<file path="src/rtl/regfile_scoreboard.sv">
// Register file with per-register busy scoreboard, optional r0 hardwiring,
// writeback-to-read bypass and a sequenced clear of the whole array.
module regfile_scoreboard #(
   parameter int WIDTH    = 32,
   parameter int ADDR_W   = 5,
   parameter bit ZERO_REG = 1'b1,
   parameter bit BYPASS   = 1'b1
) (
   input  logic              CLK,
   input  logic              RSTn,
   input  logic [ADDR_W-1:0] rA,
   input  logic [ADDR_W-1:0] rB,
   output logic [WIDTH-1:0]  aData,
   output logic [WIDTH-1:0]  bData,
   output logic              aBusy,
   output logic              bBusy,
   input  logic              wEnable,
   input  logic [ADDR_W-1:0] dR,
   input  logic [WIDTH-1:0]  wData,
   input  logic              rsvEnable,
   input  logic [ADDR_W-1:0] rsvR,
   input  logic              clrReq,
   output logic              clrBusy
);

   localparam int DEPTH = 2 ** ADDR_W;
   localparam logic [ADDR_W-1:0] LAST = ADDR_W'(DEPTH - 1);

   localparam logic [0:0] IDLE  = 1'b0;
   localparam logic [0:0] CLEAR = 1'b1;

   logic [WIDTH-1:0]  regs_q [DEPTH];
   logic [DEPTH-1:0]  busy_q;
   logic [0:0]        state_q, state_d;
   logic [ADDR_W-1:0] cnt_q, cnt_d;
   logic              wr_ok, rsv_ok;

   always_comb begin
      wr_ok  = wEnable   && !(ZERO_REG && (dR   == '0));
      rsv_ok = rsvEnable && !(ZERO_REG && (rsvR == '0));
   end

   always_comb begin
      state_d = state_q;
      cnt_d   = cnt_q;
      case (state_q)
         IDLE: begin
            if (clrReq) begin
               state_d = CLEAR;
               cnt_d   = '0;
            end
         end
         CLEAR: begin
            if (cnt_q == LAST) begin
               state_d = IDLE;
               cnt_d   = '0;
            end else begin
               cnt_d = cnt_q + 1'b1;
            end
         end
         default: begin
            state_d = IDLE;
            cnt_d   = '0;
         end
      endcase
   end

   always_ff @(posedge CLK) begin
      if (!RSTn) begin
         state_q <= IDLE;
         cnt_q   <= '0;
         busy_q  <= '0;
         for (int unsigned i = 0; i < DEPTH; i++) begin
            regs_q[i] <= '0;
         end
      end else begin
         state_q <= state_d;
         cnt_q   <= cnt_d;
         if (state_q == CLEAR) begin
            regs_q[cnt_q] <= '0;
            busy_q[cnt_q] <= 1'b0;
         end else begin
            if (wr_ok) begin
               regs_q[dR] <= wData;
               busy_q[dR] <= 1'b0;
            end
            // Reserve is applied after writeback so a new producer keeps the register busy.
            if (rsv_ok) begin
               busy_q[rsvR] <= 1'b1;
            end
         end
      end
   end

   always_comb begin
      clrBusy = (state_q == CLEAR);

      if (state_q == CLEAR) begin
         aData = regs_q[rA];
         aBusy = 1'b1;
      end else if (ZERO_REG && (rA == '0)) begin
         aData = '0;
         aBusy = 1'b0;
      end else if (BYPASS && wr_ok && (dR == rA)) begin
         aData = wData;
         aBusy = 1'b0;
      end else begin
         aData = regs_q[rA];
         aBusy = busy_q[rA];
      end

      if (state_q == CLEAR) begin
         bData = regs_q[rB];
         bBusy = 1'b1;
      end else if (ZERO_REG && (rB == '0)) begin
         bData = '0;
         bBusy = 1'b0;
      end else if (BYPASS && wr_ok && (dR == rB)) begin
         bData = wData;
         bBusy = 1'b0;
      end else begin
         bData = regs_q[rB];
         bBusy = busy_q[rB];
      end
   end

endmodule

</file>
<file path="config.mk">
export PLATFORM = sky130hd
export DESIGN_NAME = regfile_scoreboard
export DESIGN_NICKNAME = d
export VERILOG_FILES = /design/src/rtl/regfile_scoreboard.sv
export SDC_FILE = /design/constraint.sdc
export NUM_CORES = 2
export LEC_CHECK = 0
export BUFFER_PORTS_ARGS = -buffer_cell sky130_fd_sc_hd__clkbuf_2
export CAP_MARGIN = 20
export CORE_ASPECT_RATIO = 2
export CORE_MARGIN = 2
export CORE_UTILIZATION = 50
export CTS_BUF_LIST = sky130_fd_sc_hd__clkbuf_2
export CTS_CLUSTER_DIAMETER = 120
export DETAILED_ROUTE_END_ITERATION = 8
export PLACE_DENSITY_LB_ADDON = 0.2
export SYNTH_ARGS = -nofsm -noshare
export SYNTH_HDL_FRONTEND = slang
export SYNTH_SLANG_ARGS = --single-unit
</file>
<file path="constraint.sdc">
create_clock -name CLK -period 11.3 [get_ports CLK]
set_clock_uncertainty 0.15 [all_clocks]
set_input_delay 0.565 -clock CLK [delete_from_list [all_inputs] [get_ports CLK]]
set_output_delay 0.565 -clock CLK [all_outputs]
set_load 0.05 [all_outputs]
</file>
==> impl_metrics.toml <==
[grt]
grtUsageTotal_pct = 36.4
grt_start_max_net_pins = 112
grt_overflow_total = 0
antenna_found_initial = 9
grt_pass1_vias = 40900
grt_pass1_wl_um = 289000

[logic_synthesis]
syn_avg_cell_area_um2 = 14.3
ys_async_sr_fraction_pct = 0
ys_types = 54
synth_top_area_share_pct = 55.3
synth.most_common_cell = "edfxtp_1"
synth_cells = 3892
synth_common_cells = "edfxtp_1 (1,024), nor2_1 (1,016), mux4_2 (587)"
synth_top_flop_cell = "edfxtp_1"
ys_seq_area_share_pct = 56.7
synth_edf_count = 1024
synth_seq_cells = 1062
synth_area_leaders = "edfxtp_1 (55%), mux4_2 (24%), nor2_1 (6.9%)"
netlist_area_um2 = 55600
synth_top_area_cell = "edfxtp_1"
yosysWarnings = 0

[routing]
first_iter_violations = 6348
postRouteAntennaNets = 0
via_per_inst = 6.99
num_vias = 40800
dr.pass1.iters = 8
drcViolationCount = 0
wl_per_cell_um = 34.9
wirelength_um = 204000

[worst_setup_path]
setup.worst_path.start = "clrBusy"
critical_path.max_fanout = 17
crit_arrival_ps = 5260
critPathKind = "reg -> out"
r2r_start = "clrBusy"
critPathLaunchType = "flip-flop"
end_kind = "output port"
r2r_cells = 6
required_ps = 10590

[die]
core_area_um2 = 111000
chipWidth_um = 240
die_y_um = 476
ioPinCount = 124
rows = 173
initial_utilization_pct = 50.3
die-area_um2 = 114000

[clocking]
cts.path.max_buffers = 3
post_cts_buffers = 0
insertion_delay_ps = 1700
cts.sinks = 1062
cts_tree = "done"
cts_resized = 0
cts_root_buf = "clkbuf_2"
cts_buffers = 233
htree_levels = 4
clk_pin_slew_ps = 120

[min_path]
hp-start = "wData[6]"
hp-class = "in -> reg"
hold_depth = 4

[timing]
finalSetupViolCount = 0
rsz0062_at_grt = "false"
period_minus_slack_ps = 5980
period_share_pct = 52.9
fmax_mhz = 167
fin_setup_tns_ps = 0
setup_slack_ps = 5320
max_slew.worst_pin.slew_ps = 1210
final-max-slew-violation-count = 0
maxSlewHeadroom_pct = 19.3
hold_violations = 0

[layout]
fin_cells = 5844
post-route-util_pct = 55.1
nets = 4224
syn2layout_area_growth_pct = 9.70
drive_above_1_share_pct = 28.5

[outcome]
status = "completed"

[placement]
dp_slack_ps = 5830
io_buffers = 123
placed_cells = 5290
hpwl_um = 114000
gp_congestion = 0.876

[flow_run]
cap_violations = 0

[pwr]
power_leakage_nw = 20.3
power_density_nw_per_um2 = 135
peakVddDrop_mv = 0.110
## sequential cells by signal (all words and copies together), names as in the netlist
name and flops:
regs_q 1024, clrBusy 1, cnt_q 5, busy_q 32
## critical path, cell delays in order (launching register included)
cell and delay, ps:
dfxtp_2 390, nor2b_1 410, o21a_1 290, a31o_2 930, buf_4 620, o22ai_1 360, a21oi_1 240, clkbuf_2 300
## routing by layer
layer | routed length, um | GRT usage (%) | up-vias
li1 | - | - | 15800
met1 | 67900 | 45.4 | 20700
met2 | 95500 | 56.9 | 3497
met3 | 26400 | 9.82 | 793
met4 | 14100 | 21.8 | 10
met5 | 64 | 0 | -
## metrics by stage
step	cell area, um2	power (mW)	hold WS [ps]
2_1_floorplan	55700	5.38	269
3_3_place_gp	57600	5.79	313
3_5_place_dp	57600	5.81	316
4_1_cts	60900	8.22	31.9
5_1_grt	61000	8.47	93.1
6_report	61000	8.24	143
## final timing paths
kind	end	slack, ps
hold reg to reg	busy_q[0]	340
hold / removal	regs_q[9][6]	140
setup reg to reg	regs_q[27][16]	7000
setup / recovery	aData[19]	5320
## cell type report
type                    count  area [um2]
repair buffers            340        2670
flip-flops and latches   1062       31500
well taps                1487        1860
multi-input cells        2494       22700
inverters                  31         116
diodes                     10        25.0
clock buffers             339        1700
clock inverters            81         402
fillers                  9108       49600
## cells in the final DEF (no fill, tap or decap), drive strengths merged, types with 77 or more instances in the layout
cell,instances
nor2,1016
buf,105
o21ai,132
dlygate4sd3,120
clkbuf,454
a21oi,88
nand2,221
o22ai,77
mux4,587
edfxtp,1024
## report_power, final
| group | leakage, nW | switching, mW | internal [mW] |
|---|---|---|---|
| registers | 10.9 | 0.0781 | 4.45 |
| logic | 7.85 | 0.813 | 0.450 |
| clock network | 1.61 | 1.58 | 0.876 |
| total | 20.3 | 2.47 | 5.77 |
## repair_timing
item	4_1_cts	5_1_grt
endpoints found under the hold margin	1294	0
hold buffers	120	0
endpoints found under the setup margin	0	0
## cells by family (layout without fill, tap and decap cells)
logic type      after synthesis  in the layout  share of synthesized area [%]
simple gates               1390           1390                           9.97
flops                      1062           1062                           56.7
mux                         653            653                           25.0
compound gates              404            404                           4.58
buf+inv                     367            791                           3.51
xor+xnor                     10             10                          0.158
fa+ha+maj                     5              5                          0.113
other cells                   1             42                        0.00675
Note: power is estimated with default switching activity, not from simulation.
